**src/rtl/ps2_kbmat.sv**
```systemverilog
// rtl/ps2_kbmat.sv - PS/2 keyboard receiver and scan-code to 8x8 key matrix decoder
// Optional build macro: PS2_TIMEOUT_EN (aborts a stalled partial frame after TMO_CYC mck cycles)
module ps2_kbmat #(
    parameter int TMO_CYC = 1024
) (
    input  logic        mck,
    input  logic        res,
    input  logic        ps2_clk,
    input  logic        ps2_dat,
    input  logic        clr,
    output logic [63:0] kbmat,
    output logic        kev,
    output logic        perr
);

    typedef enum logic [1:0] {
        S_IDLE   = 2'd0,
        S_DATA   = 2'd1,
        S_PARITY = 2'd2,
        S_STOP   = 2'd3
    } rx_state_e;

    // synchronisers; clk_s3_q holds the previous synchronised clock for edge detection
    logic        clk_s1_q, clk_s2_q, clk_s3_q;
    logic        dat_s1_q, dat_s2_q;
    logic        fall;

    rx_state_e   state_q, state_d;
    logic [2:0]  bit_cnt_q, bit_cnt_d;
    logic [7:0]  shift_q, shift_d;
    logic        par_q, par_d;
    logic [7:0]  byte_q, byte_d;
    logic        byte_vld_q, byte_vld_d;
    logic        perr_q, perr_d;

    logic        ext_q, ext_d;
    logic        brk_q, brk_d;
    logic [63:0] kbmat_q, kbmat_d;
    logic        kev_q, kev_d;
    logic [6:0]  map_r;

`ifdef PS2_TIMEOUT_EN
    localparam int TMO_W = $clog2(TMO_CYC + 1);
    logic [TMO_W-1:0] tmo_q, tmo_d;
`endif

    assign fall  = clk_s3_q & ~clk_s2_q;
    assign kbmat = kbmat_q;
    assign kev   = kev_q;
    assign perr  = perr_q;

    // {ext, code} -> {hit, matrix index}; unlisted codes (incl. E1/AA/FA/EE/FE) miss
    function automatic logic [6:0] kbmap(input logic ext, input logic [7:0] code);
        logic [6:0] r;
        r = '0;
        case ({ext, code})
            9'h01C:  r = {1'b1, 6'd33};
            9'h05A:  r = {1'b1, 6'd6};
            9'h012:  r = {1'b1, 6'd62};
            9'h175:  r = {1'b1, 6'd3};
            default: r = '0;
        endcase
        return r;
    endfunction

    // input synchronisers; idle-high so reset never fakes a falling edge
    always_ff @(posedge mck or posedge res) begin
        if (res) begin
            clk_s1_q <= 1'b1;
            clk_s2_q <= 1'b1;
            clk_s3_q <= 1'b1;
            dat_s1_q <= 1'b1;
            dat_s2_q <= 1'b1;
        end else begin
            clk_s1_q <= ps2_clk;
            clk_s2_q <= clk_s1_q;
            clk_s3_q <= clk_s2_q;
            dat_s1_q <= ps2_dat;
            dat_s2_q <= dat_s1_q;
        end
    end

    // receiver and decoder state registers
    always_ff @(posedge mck or posedge res) begin
        if (res) begin
            state_q    <= S_IDLE;
            bit_cnt_q  <= '0;
            shift_q    <= '0;
            par_q      <= 1'b0;
            byte_q     <= '0;
            byte_vld_q <= 1'b0;
            perr_q     <= 1'b0;
            ext_q      <= 1'b0;
            brk_q      <= 1'b0;
            kbmat_q    <= '0;
            kev_q      <= 1'b0;
`ifdef PS2_TIMEOUT_EN
            tmo_q      <= '0;
`endif
        end else begin
            state_q    <= state_d;
            bit_cnt_q  <= bit_cnt_d;
            shift_q    <= shift_d;
            par_q      <= par_d;
            byte_q     <= byte_d;
            byte_vld_q <= byte_vld_d;
            perr_q     <= perr_d;
            ext_q      <= ext_d;
            brk_q      <= brk_d;
            kbmat_q    <= kbmat_d;
            kev_q      <= kev_d;
`ifdef PS2_TIMEOUT_EN
            tmo_q      <= tmo_d;
`endif
        end
    end

    // frame receiver: one bit per synchronised falling edge, clr has no effect here
    always_comb begin
        state_d    = state_q;
        bit_cnt_d  = bit_cnt_q;
        shift_d    = shift_q;
        par_d      = par_q;
        byte_d     = byte_q;
        byte_vld_d = 1'b0;
        perr_d     = 1'b0;
`ifdef PS2_TIMEOUT_EN
        tmo_d      = '0;
`endif
        case (state_q)
            S_IDLE: begin
                if (fall && !dat_s2_q) begin
                    state_d   = S_DATA;
                    bit_cnt_d = '0;
                end
            end
            S_DATA: begin
                if (fall) begin
                    shift_d   = {dat_s2_q, shift_q[7:1]};
                    bit_cnt_d = bit_cnt_q + 3'd1;
                    if (bit_cnt_q == 3'd7) begin
                        state_d = S_PARITY;
                    end
                end
            end
            S_PARITY: begin
                if (fall) begin
                    par_d   = dat_s2_q;
                    state_d = S_STOP;
                end
            end
            S_STOP: begin
                if (fall) begin
                    state_d = S_IDLE;
                    // odd parity: data plus parity bit must hold an odd number of ones
                    if (dat_s2_q && (^{shift_q, par_q})) begin
                        byte_d     = shift_q;
                        byte_vld_d = 1'b1;
                    end else begin
                        perr_d = 1'b1;
                    end
                end
            end
            default: state_d = S_IDLE;
        endcase
`ifdef PS2_TIMEOUT_EN
        // stall watchdog: restarts on every edge, only runs mid-frame
        if (state_q != S_IDLE && !fall) begin
            if (tmo_q == TMO_W'(TMO_CYC - 1)) begin
                state_d = S_IDLE;
                perr_d  = 1'b1;
                tmo_d   = '0;
            end else begin
                tmo_d = tmo_q + 1'b1;
            end
        end
`endif
    end

    // scan-code decoder: prefix flags, matrix update, clr overrides a same-cycle byte
    always_comb begin
        kbmat_d = kbmat_q;
        kev_d   = 1'b0;
        ext_d   = ext_q;
        brk_d   = brk_q;
        map_r   = kbmap(ext_q, byte_q);
        if (clr) begin
            kbmat_d = '0;
            ext_d   = 1'b0;
            brk_d   = 1'b0;
            kev_d   = |kbmat_q;
        end else if (byte_vld_q) begin
            if (byte_q == 8'hE0) begin
                ext_d = 1'b1;
            end else if (byte_q == 8'hF0) begin
                brk_d = 1'b1;
            end else begin
                if (map_r[6]) begin
                    kbmat_d[map_r[5:0]] = ~brk_q;
                    // bit changes only when make hits a released key or break a pressed one
                    kev_d = (kbmat_q[map_r[5:0]] == brk_q);
                end
                ext_d = 1'b0;
                brk_d = 1'b0;
            end
        end
    end

endmodule

```
**config.mk**
```make
export PLATFORM = sky130hd
export DESIGN_NAME = ps2_kbmat
export DESIGN_NICKNAME = d
export VERILOG_FILES = /design/src/rtl/ps2_kbmat.sv
export SDC_FILE = /design/constraint.sdc
export NUM_CORES = 1
export LEC_CHECK = 0
export ABC_AREA = 1
export CORE_MARGIN = 2
export CORE_UTILIZATION = 47
export CTS_BUF_LIST = sky130_fd_sc_hd__clkbuf_4 sky130_fd_sc_hd__clkbuf_8
export CTS_CLUSTER_SIZE = 10
export DETAILED_ROUTE_END_ITERATION = 6
export PLACE_DENSITY = 0.77
export SLEW_MARGIN = 10
export SYNTH_ARGS = -nofsm -noshare
export SYNTH_HDL_FRONTEND = slang
export SYNTH_SLANG_ARGS = --single-unit
export TNS_END_PERCENT = 30
```
**constraint.sdc**
```tcl
create_clock -name mck -period 2.15 [get_ports mck]
set_clock_uncertainty 0.05 [all_clocks]
set_input_delay 0.43 -clock mck [delete_from_list [all_inputs] [get_ports mck]]
set_output_delay 0.43 -clock mck [all_outputs]
set_load 0.01 [all_outputs]
```
Word-level counts from Yosys, hierarchy flattened
Cells that the tools add are included.
{"block": "totals", "word_cells": 98, "register_bits": 96, "output_inout_bits": 66}
{"block": "op_classes", "eq_ne": 19, "magnitude_cmp": 2, "bitwise_logic": 3, "n_reduce_logical": 18, "addsub": 1, "n_mux": 39}
{"cell": "64-bit two-way mux", "count": 5}
{"cell": "64-bit bitwise mux", "count": 1}
{"cell": "64-bit OR reduction", "count": 1}
{"cell": "7-bit case mux with 4 select lines", "count": 1}
{"cell": "1-bit two-way mux", "count": 21}
{"cell": "9-bit by 5-bit == test with 1-bit output, second input constant", "count": 2}
{"cell": "8-bit == test, second input constant", "count": 2}
{"cell": "2-bit inequality test, second input constant", "count": 7}
{"cell": "2-bit two-way mux", "count": 5}
{"cell": "9-bit by 7-bit == test with 1-bit output, second input constant", "count": 1}
{"cell": "9-bit == test, second input constant", "count": 1}
{"cell": "9-bit XOR reduction", "count": 1}
{"cell": "2-bit case mux with 4 select lines", "count": 1}
{"cell": "2-bit AND reduction", "count": 4}
{"cell": "6-bit by 7-bit less-than comparator with 1-bit output, second input constant", "count": 1}
{"cell": "1-bit binary-select mux with 6-bit select", "count": 1}
{"cell": "1-bit demux with 6-bit select", "count": 1}
{"cell": "6-bit by 1-bit greater-or-equal comparator with 1-bit output, second input constant", "count": 1}
{"cell": "3-bit two-way mux", "count": 2}
{"cell": "3-bit case mux with 2 select lines", "count": 1}
{"cell": "3-bit AND reduction", "count": 2}
{"cell": "2-bit nonzero test", "count": 3}
{"cell": "5-bit AND reduction", "count": 1}
{"cell": "2-bit == test, second input constant", "count": 2}
{"cell": "11 further kinds", "count": 14}

Logic depth before layout (Yosys ltp)
Gate-level depths: netlist (run 1).
{"block": "logic_depth", "depth_word": 12, "mapped_depth": 16, "depth_no_buf": 16}

Worst setup path after synthesis (run 1)
No wires, ideal clock.
{"block": "synth_timing", "path_kind": "register -> register", "start": "register ext_q", "end": "register kev_q (netlist: kev)", "slack_ns": 0.534, "arrival_time_ns": 1.445, "stages_incl_launch_ff": 17, "period_less_slack_ns": 1.616, "path_cell_list": "dfrtp_1 inv_2 nand2_1 nor2_1 nand3_2 nand2_4 nand2_1 o21ai_1 nand2_1 nand2_1 nand2_1 nand2_1 inv_2 nand2_1 nand2_1 nand3_1 nand2_1"}
{"block": "synth_via", "elab_chain_len": 10, "elab_cells_between_ends": 13, "classes_between": "5 x eq/ne; 8 x mux"}
{"element": "from (decl)", "line": "36", "text": "logic ext_q, ext_d;"}
{"element": "from (signal assigned)", "line": "108", "text": "ext_q <= ext_d;"}
{"element": "9-bit == test (tied with other cells)", "line": "56", "text": "case ({ext, code})"}
{"element": "7-bit case mux with 4 select lines (*)", "line": "56"}
{"element": "1-bit binary-select mux with 6-bit select", "line": "201", "text": "kev_d = (kbmat_q[map_r[5:0]] == brk_q);"}
{"element": "1-bit two-way mux (not written as such)", "line": "201"}
{"element": "1-bit == test", "line": "201"}
{"element": "1-bit two-way mux (*)", "line": "198", "text": "if (map_r[6]) begin"}
{"element": "1-bit two-way mux (*)", "line": "195", "text": "end else if (byte_q == 8'hF0) begin"}
{"element": "1-bit two-way mux (*)", "line": "193", "text": "if (byte_q == 8'hE0) begin"}
{"element": "1-bit two-way mux (*)", "line": "192", "text": "end else if (byte_vld_q) begin"}
{"element": "1-bit two-way mux (*)", "line": "187", "text": "if (clr) begin"}
{"element": "named net kev_d", "line": "39", "text": "logic kev_q, kev_d;"}
{"element": "to (signal assigned)", "line": "111", "text": "kev_q <= kev_d;"}
{"element": "to (decl)", "line": "39"}
Mark *: on every way through the listed nets, which the timed path passes. The rest lies on a longest branch. The select of a mux whose other input is x is not followed.
A chain may end at the register's enable or synchronous reset.

Worst setup path in the final report (run 1)
{"block": "layout_timing", "start": "register kbmat_q[33] (netlist: kbmat[33])", "end": "output kbmat[33]"}
{"element": "from (decl)", "line": "38", "text": "logic [63:0] kbmat_q, kbmat_d;"}
{"element": "from (signal assigned)", "line": "110", "text": "kbmat_q <= kbmat_d;"}
{"element": "to (decl)", "line": "11", "text": "output logic [63:0] kbmat,"}
No word-level cell between the ends.

==> results of run 1 <==
==> per-layer routing <==
metal | track usage | routed length (um) | vias to the layer above
met5 | 0 | 0 | -
met4 | 0.0851 | 142 | 0
li1 | - | - | 1157
met2 | 0.273 | 2820 | 76
met3 | 0.0529 | 349 | 14
met1 | 0.202 | 2420 | 1085
==> how the worst max path moves through the flow <==
stage	startpoint	to	slack (ns)	cells past startpoint
2_1_floorplan	res	bit_cnt_q[0]$_DFFE_PP0P_	0.08	1
3_3_place_gp	clr	kbmat[3]$_DFFE_PP0P_	0.22	8
3_5_place_dp	clr	kbmat[3]$_DFFE_PP0P_	0.15	8
4_1_cts	kbmat[6]$_DFFE_PP0P_	kbmat[6]	0.31	1
5_1_grt	byte_q[5]$_DFFE_PP0P_	kev$_DFF_PP0_	0.10	16
6_report	kbmat[33]$_DFFE_PP0P_	kbmat[33]	0.33	1
==> cells by family after synthesis <==
kind of cell	after synthesis	share of synthesized area
compound gates	21	0.0385
xor+xnor	8	0.0246
fa+ha+maj	7	0.0278
buf+inv	92	0.149
flops	64	0.510
mux	9	0.0317
other cells	1	0.00119
simple gates	158	0.217
==> flip-flops by register name, indices dropped and copies added, names as in the netlist <==
register,flops
par_q,1
clk_s3_q,1
kbmat,32
clk_s2_q,1
dat_s2_q,1
clk_s1_q,1
byte_q,8
dat_s1_q,1
kev,1
shift_q,8
brk_q,1
state_q,2
ext_q,1
bit_cnt_q,3
byte_vld_q,1
perr,1
==> layout make-up <==
type,count,area (um^2)
fillers,586,2680
flip-flops and latches,64,1610
multi-input cells,235,1190
repair buffers,42,423
inverters,57,219
clock buffers,13,166
well taps,77,96.3
clock inverters,3,40.0
==> where the power goes <==
part / total [mW] / internal, mW / switching, mW
registers: 1.45 / 1.33 / 0.116
clock network: 1.04 / 0.621 / 0.416
logic: 0.789 / 0.312 / 0.477
==> through the flow <==
step	hold slack (ns)	setup WS (ns)
4_1_cts	0.306	0.312
5_1_grt	0.316	0.105
3_3_place_gp	0.296	0.218
3_5_place_dp	0.297	0.148
6_report	0.305	0.326
2_1_floorplan	0.295	0.0802
==> cell usage in the layout, fill, tap and decap left out, types with 2 or more instances in the layout <==
cell type	synthesis	layout
buf_4	32	3
nand3_1	22	22
a22o_1	2	2
clkbuf_4	0	2
dfstp_2	5	5
clkdlybuf4s50_1	0	38
nand2_4	2	2
nor2_1	44	44
clkinv_2	0	2
inv_2	5	6
o21ai_0	11	11
dfrtp_1	59	59
xor2_1	4	4
clkbuf_8	0	11
nor3_1	2	2
nand3_2	2	2
nand2_1	72	72
conb_1	1	32
nand4_1	2	2
mux2_2	8	8
nor4_1	10	10
xnor2_1	3	3
ha_1	7	7
o21ai_1	4	4
inv_1	50	49
==> impl_metrics.ini, run 1 <==
[outcome]
status = finished clean

[clock_network]
max-clock-path-buffers = 2
path_clk_slew_ns = 0.06
clkLatencyLatePin_ns = 0.33
ctsRootBufferMaster = clkbuf_8
postCtsSetupRepairBufs = 0
ctsHoldBuffers = 0
cts_tree = yes
cts_sinks = 64
postCtsResizedCells = 0
numCtsBuffers = 9
htree_levels = 3

[final_layout]
design_area_um2 = 3740
finish.utilization = 0.583
finalNonFillerCells = 491
drive_gt1_frac = 0.116
syn_to_final_growth_pct = 18.7
antenna_cells = 0
nNetsFinal = 421

[grt]
grt_max_degree = 30
antenna_found_initial = 0
grt_pass1_vias = 2217
grt_use_total = 0.168
grt_overflow = 0
grt_pass1_wl_um = 9720

[detailed_routing]
drc_errors = 0
wirelength_um = 5730
vias_per_cell = 4.75
drt_iter0_markers = 71
wire_per_inst_um = 11.7
dr.pass1.iters = 4
vias = 2332
drtAntennaViolNets = 0

[pwr]
ir_drop_mv = 0.653
power.density_nw_per_um2 = 875
power_leakage_nw = 1.85
power_mw = 3.28

[worst_setup_path]
critPathKind = reg2out
critPathCaptureType = output pin
r2r-end = kev$_DFF_PP0_
path_max_fanout = 4
cp_top_family = buffers and inverters
cp.buffers_inverters = 1
crit_arrival_ns = 1.34
cp_slowest_cell = clkdlybuf4s50_1
r2r_setup_slack_ns = 0.33
cpPeakStageDelay_ns = 0.57
cp.required_ns = 1.67
cp_cell_sequence = clkdlybuf4s50_1
start_kind = flop
r2r_start = byte_q[5]$_DFFE_PP0P_
r2r_cells = 16

[yosys]
synth-main-ff-cell = dfrtp_1
synth_cell_types = 32
ys_warn_count = 0
synth.avg_cell_area_um2 = 8.76
async_flop_share = 1.00
synth_edf_count = 0
post-synth-top-area-fraction = 0.468
synth.cell_area_um2 = 3150
synth_largest_area_cell = dfrtp_1
yosys-top-cells-count = nand2_1 (72), dfrtp_1 (59), inv_1 (50)
netlist_instances = 360
yosysMostFrequentCell = nand2_1
seq_area_frac_synth = 0.510
ys_seq_elements = 64
synthTopCellsByArea = dfrtp_1 (47%), nand2_1 (8.6%), buf_4 (7.6%), inv_1 (6.0%), nor2_1 (5.2%)

[sta]
setup-tns-final_ns = 0
finalSetupViolations = 0
fmax_ghz = 0.548
finalCriticalPeriod_ns = 1.82
finalMaxSlewViolations = 0
post-route-period-util = 0.848
worst_slew_pin_slew_ns = 0.499
hold_viol_final = 0
slew_headroom = 0.665
rsz0062_at_grt = no

[worst_hold_path]
min_to = clk_s2_q$_DFF_PP1_
worstHoldStart = clk_s1_q$_DFF_PP1_
min_path_type = reg2reg
hold_depth = 0

[die]
start_util = 0.491
io_pins = 71
core_um2 = 6420
num_rows = 29
die-height_um = 85.9
die_x_um = 85.9
dieArea_um2 = 7380

[placement]
dpl-instance-area_um2 = 3540
port_buffers = 38
dpl.cell_count = 475
gp_congestion = 0.881
hpwl_um = 4430

[job]
max-cap-violations = 0
No activity file was read; power rests on OpenSTA's default activity.
==> inputs of run 2 (changes only) <==
==> constraint.sdc (replaced) <==
create_clock -name mck -period 1.6 [get_ports mck]
set_clock_uncertainty 0.05 [all_clocks]
set_input_delay 0.32 -clock mck [delete_from_list [all_inputs] [get_ports mck]]
set_output_delay 0.32 -clock mck [all_outputs]
set_load 0.01 [all_outputs]
==> run 2 against run 1 <==
Non-clock buffer count is 30 higher. Critical endpoint is now kev$_DFF_PP0_. Clock power is 18% higher. Design area is 11% higher. Flip-flop and latch count stayed put. Largest cell class unchanged. Critical path type is now reg2reg. Worst setup slack worse by 0.62 ns. Critical path depth is 12 higher. The flow now finishes with violations (setup timing).
==> impl_metrics.ini, run 2 (synthesized netlist as in run 1, its figures left out) <==
[outcome]
status = finished with violations
violations = setup timing

[clock_network]
clkLatencyLatePin_ns = 0.34
htree_levels = 3
cts_sinks = 64
max-clock-path-buffers = 2
cts_tree = yes
ctsRootBufferMaster = clkbuf_8
numCtsBuffers = 9
path_clk_slew_ns = 0.07
ctsHoldBuffers = 0

[grt]
grt_max_degree = 65
grt_pass1_vias = 2461
grt_pass1_wl_um = 11100
grt_use_total = 0.192
grt_overflow = 0
antenna_found_initial = 0

[pwr]
ir_drop_mv = 1.17
power_mw = 4.71
p_comb_frac = 0.326
power.density_nw_per_um2 = 1130
intPower_mw = 3.12
p_sw_mw = 1.59
clockPowerShare = 0.262
p_seq_frac = 0.412
power_leakage_nw = 2.21
switching_share = 0.337

[die]
core_um2 = 6420
die_x_um = 85.9
num_rows = 29
start_util = 0.491
die-height_um = 85.9
io_pins = 71
dieArea_um2 = 7380

[detailed_routing]
vias = 2595
drt_iter0_markers = 213
routed-wl-met3_um = 408
dr.pass1.iters = 6
wirelength_um = 7130
drtAntennaViolNets = 0
wl_met2_um = 3680
wire_per_inst_um = 13.6
wl_met1_um = 2840
highest_layer = met4
drc_errors = 0
vias_per_cell = 4.94

[sta]
finalSetupViolations = 15
finalCriticalPeriod_ns = 1.90
rsz0062_at_grt = yes
post-route-period-util = 1.19
fmax_ghz = 0.527
hold_viol_final = 0
setup-tns-final_ns = -1.97
finalMaxSlewViolations = 0
setup_ws_ns = -0.297

[worst_setup_path]
cp.required_ns = 1.78
path_max_fanout = 3
start_kind = flop
critPathCaptureType = flop
critPathKind = reg2reg
crit_arrival_ns = 2.07

[final_layout]
antenna_cells = 0
largest_reg_flops = 32
syn_to_final_growth_pct = 31.6
mostFrequentLayoutCell = dfrtp_1
multi_input_area_um2 = 1420
num-fill-cells = 537
drive_gt1_frac = 0.270
nNetsFinal = 455
final_cell_mix = dfrtp_1 (57), nand2_1 (56), inv_1 (46), nor2_1 (33)
area.sequential_um2 = 1610

[worst_hold_path]
min_path_type = reg2reg

[placement]
place_ws_ns = -0.231
gp_congestion = 0.836
hpwl_um = 4340
port_buffers = 38

[job]
max-cap-violations = 0
==> run 2: changes by cell type in the layout (fill, tap and decap cells not counted), sizes merged, moves of 2 or more <==
cell and delta:
buf +30, dlymetal6s2s +2, clkdlybuf4s50 -34, nand3 +2, clkinvlp +2, dlygate4sd2 +32
==> run 2: cell type report <==
class	instances	share of cell area
Timing Repair inverter	1	0.00121
Clock buffer	13	0.0386
Timing Repair Buffer	72	0.149
Tap cell	77	0.0232
Inverter	57	0.0536
Clock inverter	3	0.00422
Multi-Input combinational cell	238	0.342
Sequential cell	64	0.388
==> run 2: worst max-delay path, cell delays in order, from the launching register on <==
cell,delay (ns)
dfrtp_1,0.39
inv_2,0.07
nand2_2,0.07
nor3_1,0.24
nand2_1,0.20
buf_4,0.20
inv_1,0.09
o21ai_0,0.10
nand2_1,0.09
nand2_2,0.06
nand2_1,0.07
nand2_1,0.05
nand3_1,0.06
nand2_1,0.05
==> run 2: power groups by stage <==
stage / sequential, mW / clock (mW) / combinational [mW]
after floorplan: 1.94 / 0 / 0.945
after global placement: 1.95 / 0 / 1.12
after detailed placement: 1.96 / 0 / 1.18
after CTS: 1.93 / 1.25 / 1.30
after global routing: 1.96 / 1.34 / 1.69
final: 1.94 / 1.23 / 1.54
==> run 2: path summary, 6_finish.rpt <==
| kind | from | end | depth (start not counted) | slack (ns) |
|---|---|---|---|---|
| max | byte_q[7]$_DFFE_PP0P_ | kev$_DFF_PP0_ | 13 | -0.30 |
| min | clk_s1_q$_DFF_PP1_ | clk_s2_q$_DFF_PP1_ | 0 | 0.31 |
| max reg2reg | byte_q[7]$_DFFE_PP0P_ | kev$_DFF_PP0_ | 13 | -0.30 |
| min reg2reg | clk_s1_q$_DFF_PP1_ | clk_s2_q$_DFF_PP1_ | 0 | 0.31 |
| max in group asynchronous | res | dat_s1_q$_DFF_PP1_ | 3 | 0.84 |
| min in group asynchronous | res | bit_cnt_q[0]$_DFFE_PP0P_ | 3 | 0.36 |
==> run 2: what timing repair did <==
| action | 4_1_cts | 5_1_grt |
|---|---|---|
| buffers inserted | 5 | 8 |
| pin swaps | 15 | 14 |
| resized for setup | 61 | 33 |
| gates cloned | 3 | 1 |
| hold endpoints to repair | 0 | 0 |
| endpoints found under the setup margin | 46 | 24 |
==> run 2: layer usage <==
metal	vias to the layer above	track usage
met1	1231	0.228
li1	1230	-
met4	0	0.0924
met3	23	0.0529
met5	-	0
met2	111	0.321
==> run 2: stage by stage <==
step / cell area, um^2 / utilization / hold WS [ns] / std cells
finish: 4150 / 0.646 / 0.306 / 525
global route: 4150 / 0.646 / 0.314 / 525
CTS: 3980 / 0.620 / 0.307 / 516
detailed placement: 3670 / 0.571 / 0.297 / 492
global placement: 3670 / 0.571 / 0.296 / 492
floorplan: 3270 / - / 0.274 / 391
